--- src/rtl/mem_stage_pkg.sv ---
// mem_stage_pkg: shared encodings for the memory-access pipeline stage.
//   - Funct3 access size/sign codes (RV32I loads/stores)
//   - ResultSrc write-back select codes
//   - FSM state type for the data-memory handshake
//   - misaligned(): size/offset legality check used by the alignment unit
package mem_stage_pkg;

  localparam logic [2:0] F3_B  = 3'b000;
  localparam logic [2:0] F3_H  = 3'b001;
  localparam logic [2:0] F3_W  = 3'b010;
  localparam logic [2:0] F3_BU = 3'b100;
  localparam logic [2:0] F3_HU = 3'b101;

  localparam logic [1:0] RS_ALU = 2'b00;
  localparam logic [1:0] RS_MEM = 2'b01;
  localparam logic [1:0] RS_PC4 = 2'b10;

  typedef enum logic [0:0] {
    ST_IDLE = 1'b0,
    ST_WAIT = 1'b1
  } state_t;

  // Access size comes from funct3[1:0]; the unused size code 11 is treated as a word.
  function automatic logic misaligned(input logic [2:0] f3, input logic [1:0] addr_lo);
    logic m;
    case (f3[1:0])
      2'b00:   m = 1'b0;
      2'b01:   m = addr_lo[0];
      default: m = (addr_lo != 2'b00);
    endcase
    return m;
  endfunction

endpackage

--- src/rtl/mem_align.sv ---
// mem_align: purely combinational RV32I byte-lane alignment.
// Ports:
//   i_Addr_Lo     [1:0]  low address bits selecting the byte lane
//   i_Funct3      [2:0]  access size/sign
//   i_Store_Data  [XLEN] rs2 value to be stored
//   i_Rdata       [XLEN] raw word returned by data memory
//   o_Be          [3:0]  byte enables of the addressed lanes
//   o_Wdata       [XLEN] store data replicated across all lanes
//   o_Load_Data   [XLEN] extracted and sign/zero-extended load value
//   o_Misaligned  1      access size and offset are incompatible
module mem_align
  import mem_stage_pkg::*;
#(
  parameter int XLEN = 32
) (
  input  logic [1:0]      i_Addr_Lo,
  input  logic [2:0]      i_Funct3,
  input  logic [XLEN-1:0] i_Store_Data,
  input  logic [XLEN-1:0] i_Rdata,
  output logic [3:0]      o_Be,
  output logic [XLEN-1:0] o_Wdata,
  output logic [XLEN-1:0] o_Load_Data,
  output logic            o_Misaligned
);

  logic [7:0]  w_lbyte;
  logic [15:0] w_lhalf;

  // Store lane generation: replicate the narrow datum so any lane the byte enables pick is correct
  always_comb begin
    case (i_Funct3[1:0])
      2'b00: begin
        o_Be    = 4'b0001 << i_Addr_Lo;
        o_Wdata = {4{i_Store_Data[7:0]}};
      end
      2'b01: begin
        o_Be    = 4'b0011 << {i_Addr_Lo[1], 1'b0};
        o_Wdata = {2{i_Store_Data[15:0]}};
      end
      default: begin
        o_Be    = 4'b1111;
        o_Wdata = i_Store_Data;
      end
    endcase
  end

  // Load lane selection followed by sign or zero extension
  always_comb begin
    case (i_Addr_Lo)
      2'b00:   w_lbyte = i_Rdata[7:0];
      2'b01:   w_lbyte = i_Rdata[15:8];
      2'b10:   w_lbyte = i_Rdata[23:16];
      default: w_lbyte = i_Rdata[31:24];
    endcase
    if (i_Addr_Lo[1]) begin
      w_lhalf = i_Rdata[31:16];
    end else begin
      w_lhalf = i_Rdata[15:0];
    end
    case (i_Funct3)
      F3_B:    o_Load_Data = {{24{w_lbyte[7]}}, w_lbyte};
      F3_BU:   o_Load_Data = {24'd0, w_lbyte};
      F3_H:    o_Load_Data = {{16{w_lhalf[15]}}, w_lhalf};
      F3_HU:   o_Load_Data = {16'd0, w_lhalf};
      default: o_Load_Data = i_Rdata;
    endcase
  end

  // Misalignment check shared with the package helper
  always_comb begin
    o_Misaligned = misaligned(i_Funct3, i_Addr_Lo);
  end

endmodule

--- src/rtl/mem_stage.sv ---
// mem_stage: RV32I memory-access pipeline stage owning the MEM/WB register.
// Ports:
//   clk, rst_n                 clock, asynchronous active-low reset
//   i_Valid .. i_Pc_4          EX/MEM entry (control, result/address, store data, funct3, PC+4)
//   o_Dmem_Req/We/Addr/Wdata/Be  single-port data-memory request (combinational)
//   i_Dmem_Ack, i_Dmem_Rdata   access completion and read word
//   o_Stall                    freeze upstream while an access is outstanding
//   o_RegSrc .. o_Pc_4         registered MEM/WB fields
//   o_Misaligned, o_Bus_Err    one-cycle pulses for dropped / timed-out accesses
module mem_stage
  import mem_stage_pkg::*;
#(
  parameter int XLEN        = 32,
  parameter int ACK_TIMEOUT = 16
) (
  input  logic            clk,
  input  logic            rst_n,
  input  logic            i_Valid,
  input  logic            i_RegSrc,
  input  logic [4:0]      i_Rd,
  input  logic [1:0]      i_ResultSrc,
  input  logic [XLEN-1:0] i_Result,
  input  logic [XLEN-1:0] i_Store_Data,
  input  logic            i_MemRead,
  input  logic            i_MemWrite,
  input  logic [2:0]      i_Funct3,
  input  logic [XLEN-1:0] i_Pc_4,
  output logic            o_Dmem_Req,
  output logic            o_Dmem_We,
  output logic [XLEN-1:0] o_Dmem_Addr,
  output logic [XLEN-1:0] o_Dmem_Wdata,
  output logic [3:0]      o_Dmem_Be,
  input  logic            i_Dmem_Ack,
  input  logic [XLEN-1:0] i_Dmem_Rdata,
  output logic            o_Stall,
  output logic            o_RegSrc,
  output logic [4:0]      o_Rd,
  output logic [1:0]      o_ResultSrc,
  output logic [XLEN-1:0] o_Result,
  output logic [XLEN-1:0] o_Wb_Data,
  output logic [XLEN-1:0] o_Pc_4,
  output logic            o_Misaligned,
  output logic            o_Bus_Err
);

  // The counter holds how many request cycles have already elapsed, so the
  // access is abandoned on its ACK_TIMEOUT-th request cycle.
  localparam logic [7:0] TMO_LAST = 8'(ACK_TIMEOUT - 1);

  state_t          r_state;
  logic [7:0]      r_cnt;

  logic            w_memop;
  logic            w_misal;
  logic            w_req;
  logic            w_done;
  logic            w_timeout;
  logic [3:0]      w_be;
  logic [XLEN-1:0] w_wdata;
  logic [XLEN-1:0] w_load_data;
  logic            w_align_misal;

  mem_align #(.XLEN(XLEN)) u_align (
    .i_Addr_Lo    (i_Result[1:0]),
    .i_Funct3     (i_Funct3),
    .i_Store_Data (i_Store_Data),
    .i_Rdata      (i_Dmem_Rdata),
    .o_Be         (w_be),
    .o_Wdata      (w_wdata),
    .o_Load_Data  (w_load_data),
    .o_Misaligned (w_align_misal)
  );

  // Request, completion, timeout and stall decode; rst_n gating drops the request asynchronously
  always_comb begin
    w_memop = i_Valid & (i_MemRead | i_MemWrite);
    w_misal = w_memop & w_align_misal;
    if (r_state == ST_WAIT) begin
      w_req = rst_n;
    end else begin
      w_req = rst_n & w_memop & ~w_misal;
    end
    w_done    = w_req & i_Dmem_Ack;
    w_timeout = w_req & ~i_Dmem_Ack & (r_cnt == TMO_LAST);
    o_Stall   = w_req & ~i_Dmem_Ack & ~w_timeout;
  end

  // Data-memory request fields, driven only while a request is active
  always_comb begin
    if (w_req) begin
      o_Dmem_Req   = 1'b1;
      o_Dmem_We    = i_MemWrite;
      o_Dmem_Addr  = {i_Result[XLEN-1:2], 2'b00};
      o_Dmem_Be    = w_be;
      o_Dmem_Wdata = i_MemWrite ? w_wdata : {XLEN{1'b0}};
    end else begin
      o_Dmem_Req   = 1'b0;
      o_Dmem_We    = 1'b0;
      o_Dmem_Addr  = {XLEN{1'b0}};
      o_Dmem_Be    = 4'b0000;
      o_Dmem_Wdata = {XLEN{1'b0}};
    end
  end

  // Handshake FSM, timeout counter and MEM/WB register
  always_ff @(posedge clk or negedge rst_n) begin
    if (!rst_n) begin
      r_state      <= ST_IDLE;
      r_cnt        <= 8'd0;
      o_RegSrc     <= 1'b0;
      o_Rd         <= 5'd0;
      o_ResultSrc  <= 2'b00;
      o_Result     <= {XLEN{1'b0}};
      o_Wb_Data    <= {XLEN{1'b0}};
      o_Pc_4       <= {XLEN{1'b0}};
      o_Misaligned <= 1'b0;
      o_Bus_Err    <= 1'b0;
    end else begin
      if (w_done || w_timeout) begin
        r_state <= ST_IDLE;
        r_cnt   <= 8'd0;
      end else if (w_req) begin
        r_state <= ST_WAIT;
        r_cnt   <= r_cnt + 8'd1;
      end else begin
        r_state <= ST_IDLE;
        r_cnt   <= 8'd0;
      end

      o_Misaligned <= w_misal & ~w_req;
      o_Bus_Err    <= w_timeout;

      // Only a completed access or a plain valid instruction reaches write-back;
      // stall cycles, timeouts, misaligned drops and bubbles all capture zeros.
      if (w_done || (i_Valid && !w_memop && !w_req)) begin
        o_RegSrc    <= i_RegSrc;
        o_Rd        <= i_Rd;
        o_ResultSrc <= i_ResultSrc;
        o_Result    <= i_Result;
        o_Pc_4      <= i_Pc_4;
        o_Wb_Data   <= (w_done && i_MemRead) ? w_load_data : {XLEN{1'b0}};
      end else begin
        o_RegSrc    <= 1'b0;
        o_Rd        <= 5'd0;
        o_ResultSrc <= 2'b00;
        o_Result    <= {XLEN{1'b0}};
        o_Pc_4      <= {XLEN{1'b0}};
        o_Wb_Data   <= {XLEN{1'b0}};
      end
    end
  end

endmodule

--- config.mk ---
export PLATFORM = sky130hd
export DESIGN_NAME = mem_stage
export DESIGN_NICKNAME = d
export VERILOG_FILES = /design/src/rtl/mem_stage_pkg.sv /design/src/rtl/mem_align.sv /design/src/rtl/mem_stage.sv
export SDC_FILE = /design/constraint.sdc
export NUM_CORES = 1
export LEC_CHECK = 0
export BUFFER_PORTS_ARGS = -buffer_cell sky130_fd_sc_hd__buf_2
export CAP_MARGIN = 40
export CELL_PAD_IN_SITES_DETAIL_PLACEMENT = 1
export CELL_PAD_IN_SITES_GLOBAL_PLACEMENT = 1
export CORE_MARGIN = 3
export CORE_UTILIZATION = 28
export CTS_CLUSTER_SIZE = 12
export DETAILED_ROUTE_END_ITERATION = 12
export MAX_ROUTING_LAYER = met4
export PLACE_DENSITY_LB_ADDON = 0.1
export SLEW_MARGIN = 15
export SYNTH_ARGS = -nofsm -noshare
export SYNTH_HDL_FRONTEND = slang
export SYNTH_SLANG_ARGS = --single-unit
--- constraint.sdc ---
create_clock -name clk -period 1.5 [get_ports clk]
set_input_delay 0.3 -clock clk [delete_from_list [all_inputs] [get_ports clk]]
set_output_delay 0.3 -clock clk [all_outputs]
set_load 0.05 [all_outputs]
==> results.cfg, run 1 <==
[floorplan]
die_x_um = 144
die_y_um = 144
rows = 49
coreArea_sq_um = 18300
die-area_sq_um = 20700
io_pins = 322
start_util_pct = 29.1

[logic_synthesis]
synth-simple-area-share_pct = 27.1
syn_area_sq_um = 5310
synth_top_family_by_area = simple AND/OR/NAND/NOR gates
ys_warn_count = 0
postSynthAreaPerCell_sq_um = 10.6
synth_cell_types = 42
seq_area_frac_synth_pct = 54.2
synth_edf_count = 0
synthAdderAreaFrac_pct = 0.236
synth_commonest_cells = dfrtp_1, and2_4, nor2_1, a21oi_1, and3_1
synth_compound_area_share_pct = 7.92
synth_top_area_share_pct = 54.2
synthArstFlopShare_pct = 100
synth_cells = 501
yosysMostFrequentCell = dfrtp_1
ys_ff_latch = 115
synth_xor_area_share_pct = 0.989
yosys-top-cells-area = dfrtp_1, and2_4, a21oi_1
ys.flop_type = dfrtp_1
synth_top_area_cell = dfrtp_1
synthMuxAreaShare_pct = 4.85

[worst_setup_path]
endpoint_kind = output port
crit_arrival_ns = 1.80
critPathLaunchType = register
required_ns = 1.20
slowest_delay_ns = 0.42
cp_slowest_cell = dfrtp_1
crit_chain = o31a_4, buf_4, clkbuf_16, and3_4, buf_6
crit_fanout = 15
crit_type = register to output port

[place]
gp_congestion = 0.836
dpl.hpwl_mm = 16.1
portBuffers = 319
dpl-instance-area_sq_um = 8040

[sta]
maxSlewHeadroom_pct = 64.3
holdWs_ns = -0.00268
fin_crit_sh_pct = 140
fin_ws_ns = -0.605
setup_viol = 146
hold_violations = 2
max_freq_mhz = 475
skew_ns = 0.00678
worstMarginPinSlew_ns = 0.535
rsz0062_at_grt = yes
slew_violations = 0
period_needed_ns = 2.10

[cells_and_area]
nFillCells = 2061
syn2layout_area_growth_pct = 82.0
regArea_sq_um = 2880
fin_area_sq_um = 9670
multi_input_area_sq_um = 2700
layout-drive-gt1-share_pct = 64.9
nets = 1047

[cts]
clk_pin_slew_ns = 0.06
clock-sinks = 115
insertion_delay_ns = 0.41
cts-root-buf = clkbuf_16
numCtsBuffers = 17
cts_buffer_depth = 2
cts_tree = built
cts.htree.levels = 4

[detailed_routing]
num_vias = 5330
drt_iter0_drc = 115
ant_nets = 0
routed_wl_mm = 22.6
drc = 0
viasPerCell = 4.66
routedWlPerCell_um = 19.7
firstDrtPassIters = 4

[run_status]
violations = hold timing, setup timing
outcome = finished, violations left

[power_and_ir_drop]
power.static_leakage_nw = 5.11
ir_worst_vdd_mv = 0.609
finalPower_mw = 9.41
cellPowerDensity_nw_per_um2 = 973

[global_route]
grt_max_degree = 97
antenna_found_initial = 2
grt_pass1_wl_mm = 32.9
grt_remaining_overflow = 0
grt_pass1_vias = 5897
track_usage_pct = 21.6

[run]
maxCapViolCount = 0

[hold_path]
hp-class = primary input to async pin
==> cell families (layout without fill, tap and decap cells) <==
family | Yosys count | after routing
xor gates and xnor gates | 6 | 6
DFF | 115 | 115
and+or+nand+nor | 245 | 245
muxes | 24 | 24
adders and majority gates | 1 | 1
AOI/OAI and AO/OA | 67 | 67
buffers and inverters | 42 | 454
other | 1 | 4
==> metrics by stage <==
step | hold WS (ns) | instances | util [%] | TNS [ns] | setup WS (ns)
global route | 0.0479 | 1145 | 52.9 | -59.53 | -0.665
CTS | 0.0426 | 1126 | 51.2 | -49.88 | -0.624
floorplan | 0.00441 | 502 | - | -11.68 | -0.391
finish | -0.00268 | 1145 | 52.9 | -51.53 | -0.605
detailed placement | 0.407 | 1080 | 44.0 | -46.08 | -0.476
global placement | 0.397 | 1080 | 44.0 | -41.61 | -0.440
==> path summary, 6_finish.rpt <==
check / from / slack [ns] / endpoint / depth (start not counted)
setup / recovery: r_state / -0.60 / o_Dmem_Addr[28] / 5
hold / removal: rst_n / -0.003 / o_Pc_4[0] / 2
setup reg to reg: r_state / -0.20 / o_Pc_4[5] / 7
hold reg to reg: r_cnt[0] / 0.53 / r_cnt[0] / 2
max in group asynchronous: rst_n / 0.73 / o_Wb_Data[9] / 3
min in group clk: i_Pc_4[4] / 0.10 / o_Pc_4[4] / 2
==> cells in the final DEF, fill, tap and decap left out, types with 3 or more instances in the layout <==
master      Yosys  routed
buf_2           9     249
dfrtp_1       115     115
and2_4         59      67
buf_4           3      67
buf_6           9      67
nor2_1         56      37
a21oi_1        46      35
nand2_1        34      33
and3_4          0      31
mux2i_1        22      22
clkbuf_16       0      22
nor2_4          0      19
and2_1         22      14
a21oi_4         0      12
nand3_1        11      11
buf_12          0      11
nor3_1          9       9
a31oi_1         8       8
buf_16          0       7
or3_1           6       6
buf_8           0       6
inv_1           7       5
clkinvlp_4      0       5
and3_1         36       5
xnor2_1         4       4
clkinv_2        0       4
inv_6           0       4
o21ai_0         3       3
clkinv_4        0       3
==> final cells by class <==
| type | count | area share, % |
|---|---|---|
| timing repair buffer | 414 | 32.8 |
| sequential | 115 | 29.8 |
| timing repair inverter | 1 | 0.0776 |
| antenna | 2 | 0.0518 |
| clock inverter | 15 | 1.62 |
| multi-input combinational | 345 | 28.0 |
| tap | 229 | 2.96 |
| clock buffer | 17 | 4.40 |
| inverter | 7 | 0.349 |
==> critical path, delay by kind of cell, from the launching register on <==
kind,cells,cell delay [ns]
compound gates,1,0.32
buf+inv,3,0.48
simple gates,1,0.16
flops,1,0.42
==> state kept, by name, indices dropped and copies added (netlist names) <==
register / flops
o_RegSrc: 1
r_cnt: 8
o_Misaligned: 1
r_state: 1
o_Bus_Err: 1
o_Result: 32
o_Rd: 5
o_Pc_4: 32
o_ResultSrc: 2
o_Wb_Data: 32
==> repair_timing <==
| action | in CTS | in global routing |
|---|---|---|
| hold endpoints to repair | 19 | 0 |
| resized for setup | 157 | 15 |
| setup endpoints to repair | 168 | 146 |
| setup buffers | 6 | 12 |
| pin swaps | 5 | 6 |
| hold buffers | 1 | 0 |
| gates cloned | 7 | 5 |
==> per-layer routing <==
metal	vias to the layer above	global-route usage, %	share of wire [%]
met5	-	-	0
met1	2576	23.1	37
met2	249	38.7	54
li1	2469	-	-
met3	36	5.12	6.9
met4	0	7.83	2.4
==> where the power goes <==
group | leakage, nW | switching (mW) | total, mW | internal [mW]
registers | 1.58 | 0.0274 | 3.23 | 3.20
logic | 3.25 | 1.32 | 2.18 | 0.865
clock network | 0.284 | 1.54 | 3.99 | 2.46
total | 5.11 | 2.88 | 9.41 | 6.52
Note: power is estimated with default switching activity, not from simulation.
==> run 2, diff against run 1 <==
--- a/config.mk
+++ b/config.mk
@@ -13,8 +13,8 @@
 export CORE_UTILIZATION = 28
 export CTS_CLUSTER_SIZE = 12
 export DETAILED_ROUTE_END_ITERATION = 12
-export MAX_ROUTING_LAYER = met4
 export PLACE_DENSITY_LB_ADDON = 0.1
+export SKIP_LAST_GASP = 1
 export SLEW_MARGIN = 15
 export SYNTH_ARGS = -nofsm -noshare
 export SYNTH_HDL_FRONTEND = slang
==> results.cfg, run 2 (synthesized netlist as in run 1, its figures left out) <==
[floorplan]
coreArea_sq_um = 18300
start_util_pct = 29.1
rows = 49
die_y_um = 144
die_x_um = 144
io_pins = 322
die-area_sq_um = 20700

[worst_setup_path]
slowest_delay_ns = 0.42
r2r_cells = 7
required_ns = 1.20
reg2reg_slack_ns = -0.21
cp_slowest_cell = dfrtp_1
r2r-end = o_Result[23]
crit_arrival_ns = 1.82
endpoint_kind = output port
crit_chain = o31a_4, nand3_4, buf_6, clkinvlp_4, and2_4, buf_8
crit_type = register to output port
crit_fanout = 5
critPathLaunchType = register
r2r_start = r_state

[sta]
slew_violations = 0
fin_ws_ns = -0.623
hold_violations = 0
max_freq_mhz = 471
worstMarginPinSlew_ns = 0.544
setup_viol = 142
period_needed_ns = 2.12
maxSlewHeadroom_pct = 63.7
rsz0062_at_grt = yes
fin_crit_sh_pct = 142
holdWs_ns = 0.0149
skew_ns = 0.00640

[global_route]
grt_remaining_overflow = 0
track_usage_pct = 20.6
grt_pass1_vias = 5850
antenna_found_initial = 1
grt_pass1_wl_mm = 32.4
grt_max_degree = 97

[cells_and_area]
largest_registers = o_Pc_4 x32, o_Result x32, o_Wb_Data x32
final_cells = 1141
final_common_cell = buf_2
layout_common_cells = buf_2, dfrtp_1, and2_4
regArea_sq_um = 2880
nets = 1044
syn2layout_area_growth_pct = 84.3
nFillCells = 2019
multi_input_area_sq_um = 2730
layout-drive-gt1-share_pct = 65.0
fin_area_sq_um = 9790

[place]
dp.cells = 1080
pre_cts_ws_ns = -0.476
gp_congestion = 0.824
dpl.hpwl_mm = 16.1
portBuffers = 319
dpl-instance-area_sq_um = 8040

[detailed_routing]
wl_met3_mm = 1.73
num_vias = 5381
drc = 0
firstDrtPassIters = 4
top_layer = met4
routed_wl_mm = 22.6
routedWlPerCell_um = 19.8
wl_met2_mm = 12.0
viasPerCell = 4.72
drt-met1-wl_mm = 8.39
drt_iter0_drc = 165
ant_nets = 0

[cts]
clock-sinks = 115
cts-root-buf = clkbuf_16
numCtsBuffers = 17
cts_tree = built
insertion_delay_ns = 0.42
clk_pin_slew_ns = 0.05
cts_buffer_depth = 2
cts.htree.levels = 4

[power_and_ir_drop]
power.static_leakage_nw = 5.14
cellPowerDensity_nw_per_um2 = 963
ir_worst_vdd_mv = 0.606

[run]
maxCapViolCount = 0

[hold_path]
hp-class = primary input to async pin

[run_status]
outcome = finished, violations left
violations = setup timing
[run 2: cell count changes in the layout (fill, tap and decap cells not counted), sizes merged]
cell and change:
diode -1, a41o +1, bufbuf +1, buf -5
[run 2: final cells by class]
| cell class | count | area share (%) |
|---|---|---|
| antenna | 1 | 0.0256 |
| clock buffer | 17 | 4.35 |
| clock inverter | 15 | 1.60 |
| inverter | 7 | 0.345 |
| multi-input combinational | 346 | 27.9 |
| sequential | 115 | 29.4 |
| tap | 229 | 2.93 |
| timing repair buffer | 410 | 33.4 |
| timing repair inverter | 1 | 0.0767 |
[run 2: how the worst max path moves through the flow]
stage	to	from	slack [ns]
global route	o_Dmem_Wdata[5]	r_state	-0.68
floorplan	o_Dmem_Wdata[0]	i_Funct3[0]	-0.39
finish	o_Dmem_Wdata[2]	r_state	-0.62
detailed placement	o_Dmem_Wdata[0]	i_Result[0]	-0.48
global placement	o_Dmem_Wdata[6]	i_Result[0]	-0.44
CTS	o_Dmem_Wdata[0]	r_state	-0.63
[run 2: power breakdown]
part | switching [mW] | total, mW | internal (mW)
logic | 1.33 | 2.22 | 0.892
registers | 0.0271 | 3.23 | 3.20
clock network | 1.52 | 3.97 | 2.45
total | 2.87 | 9.42 | 6.55
[run 2: metrics by stage]
stage / TNS [ns] / power (mW) / util (%)
finish: -51.00 / 9.42 / 53.6
global route: -57.19 / 9.80 / 53.6
CTS: -51.67 / 9.35 / 50.2
detailed placement: -46.08 / 5.16 / 44.0
global placement: -41.61 / 5.13 / 44.0
floorplan: -11.68 / 4.45 / -
[run 2: worst max-delay path: cells and delay by family (launching register included)]
kind	cells	cell delay, ns
AND/OR/NAND/NOR	2	0.29
flip-flops	1	0.42
AO/OA/AOI/OAI	1	0.33
buffers and inverters	3	0.37
[run 2: repair_timing]
item	in CTS	in global routing
resized for setup	102	100
pin swaps	5	38
setup endpoints to repair	168	149
hold endpoints to repair	19	0
buffers inserted	6	8
cloned	7	7
hold buffers	1	0
[run 2: per-layer routing]
| layer | track usage [%] | vias to the layer above |
|---|---|---|
| li1 | - | 2473 |
| met4 | 7.33 | 0 |
| met1 | 22.5 | 2617 |
| met3 | 5.86 | 38 |
| met5 | 0 | - |
| met2 | 37.9 | 253 |
==> run 3, diff against run 2 <==
--- a/config.mk
+++ b/config.mk
@@ -13,7 +13,7 @@
 export CORE_UTILIZATION = 28
 export CTS_CLUSTER_SIZE = 12
 export DETAILED_ROUTE_END_ITERATION = 12
-export PLACE_DENSITY_LB_ADDON = 0.1
+export PLACE_DENSITY = 0.79
 export SKIP_LAST_GASP = 1
 export SLEW_MARGIN = 15
 export SYNTH_ARGS = -nofsm -noshare
==> results.cfg, run 3 (synthesized netlist as in run 1, its figures left out) <==
[cells_and_area]
final_cells = 1141
syn2layout_area_growth_pct = 79.1
layout-drive-gt1-share_pct = 65.8
multi_input_area_sq_um = 2710
regArea_sq_um = 2880
nets = 1044
nFillCells = 2045
layout_common_cells = buf_2, dfrtp_1, buf_4
largest_registers = o_Pc_4 x32, o_Result x32, o_Wb_Data x32
final_common_cell = buf_2

[floorplan]
rows = 49
die-area_sq_um = 20700
die_x_um = 144
coreArea_sq_um = 18300
die_y_um = 144
io_pins = 322
start_util_pct = 29.1

[worst_setup_path]
slowest_delay_ns = 0.42
cp.buffers_inverters = 3
endpoint_kind = output port
reg2reg_slack_ns = -0.37
r2r_start = r_state
cp_slowest_cell = dfrtp_1
critPathLaunchType = register
r2r-end = o_Result[14]
crit_type = register to output port
crit_fanout = 9
required_ns = 1.20
crit_arrival_ns = 1.83
critPathTopFamily = buffers and inverters
r2r_cells = 7
crit_chain = o31a_4, nand3_4, buf_4, buf_12, nor2_4, buf_2

[global_route]
grt_pass1_vias = 5765
grt_remaining_overflow = 0
gr-usage-met2_pct = 38.1
antenna_found_initial = 1
grt_max_degree = 61
grt_pass1_wl_mm = 31.7
track_usage_pct = 20.1
top_usage_layer = met2
grt_util_met1_pct = 21.4
use_met3_pct = 4.49

[cts]
clk_pin_slew_ns = 0.06
cts.htree.levels = 4
cts_buffer_depth = 2
cts_tree = built
insertion_delay_ns = 0.41
clock-sinks = 115
cts-root-buf = clkbuf_16
numCtsBuffers = 17

[sta]
max_freq_mhz = 469
slew_violations = 0
setup_viol = 160
maxSlewHeadroom_pct = 61.2
fin_ws_ns = -0.630
hold_violations = 0
rsz0062_at_grt = yes
worstMarginPinSlew_ns = 0.582
fin_crit_sh_pct = 142
period_needed_ns = 2.13
skew_ns = 0.00791

[place]
dpl.hpwl_mm = 16.1
dp.cells = 1077
gp_congestion = 0.802
portBuffers = 319

[power_and_ir_drop]
cellPowerDensity_nw_per_um2 = 1000
power.static_leakage_nw = 5.08
ir_worst_vdd_mv = 0.514
finalPower_mw = 9.56

[detailed_routing]
num_vias = 5410
drt_iter0_drc = 167
drc = 0
routedWlPerCell_um = 21.1
routed_wl_mm = 24.0
viasPerCell = 4.74
ant_nets = 0
firstDrtPassIters = 4

[run_status]
outcome = finished, violations left
violations = setup timing

[run]
maxCapViolCount = 0

[hold_path]
hp-class = primary input to async pin
-- run 3: cell count changes in the layout (fill, tap and decap cells not counted), sizes merged --
cell	previous run	this run
bufbuf	2	0
buf	402	400
clkbuf	22	27
inv	9	13
clkinvlp	5	4
clkinv	7	3
-- run 3: layer usage --
layer	vias up	part of all wire (%)
met5	-	0
met4	0	2.3
met3	36	6.4
met2	250	54
met1	2655	37
li1	2469	-
-- run 3: area by class of cell --
type | count | area share, %
Timing Repair Buffer | 410 | 31.5
Sequential cell | 115 | 30.2
Multi-Input combinational cell | 346 | 28.5
Clock buffer | 18 | 4.62
Tap cell | 229 | 3.01
Clock inverter | 14 | 1.71
Inverter | 7 | 0.355
Timing Repair inverter | 1 | 0.0789
Antenna cell | 1 | 0.0263
-- run 3: worst max path at each step --
stage | from | to | slack, ns | cells after the start
finish | r_state | o_Dmem_Wdata[24] | -0.63 | 6
global route | r_state | o_Dmem_Wdata[24] | -0.69 | 6
CTS | r_state | o_Dmem_Wdata[6] | -0.64 | 5
detailed placement | i_Result[0] | o_Dmem_Wdata[6] | -0.48 | 7
global placement | i_Result[0] | o_Dmem_Wdata[7] | -0.44 | 7
floorplan | i_Funct3[0] | o_Dmem_Wdata[0] | -0.39 | 6
-- run 3: repair_timing --
item / 4_1_cts / 5_1_grt
gates resized for setup: 71 / 75
endpoints found under the hold margin: 10 / 0
setup buffers: 3 / 9
pin swaps: 7 / 5
setup endpoints to repair: 176 / 149
gates cloned: 3 / 15
hold buffers: 1 / 0
-- run 3: stage by stage --
stage / setup WS (ns) / utilization [%] / TNS [ns] / area (sq um) / hold slack (ns)
after global routing: -0.689 / 52.1 / -72.82 / 9510 / 0.0826
after CTS: -0.642 / 48.9 / -51.71 / 8940 / 0.0468
after global placement: -0.445 / 43.8 / -43.38 / 8000 / 0.265
final: -0.630 / 52.1 / -64.57 / 9510 / 0.0399
after detailed placement: -0.477 / 44.0 / -44.30 / 8030 / 0.255
after floorplan: -0.391 / - / -11.68 / 5780 / 0.00441
-- run 3: power breakdown --
| group | internal, mW | total, mW | switching [mW] |
|---|---|---|---|
| registers | 3.20 | 3.24 | 0.0330 |
| logic | 0.830 | 2.17 | 1.34 |
| clock network | 2.54 | 4.16 | 1.62 |
| total | 6.57 | 9.56 | 2.99 |
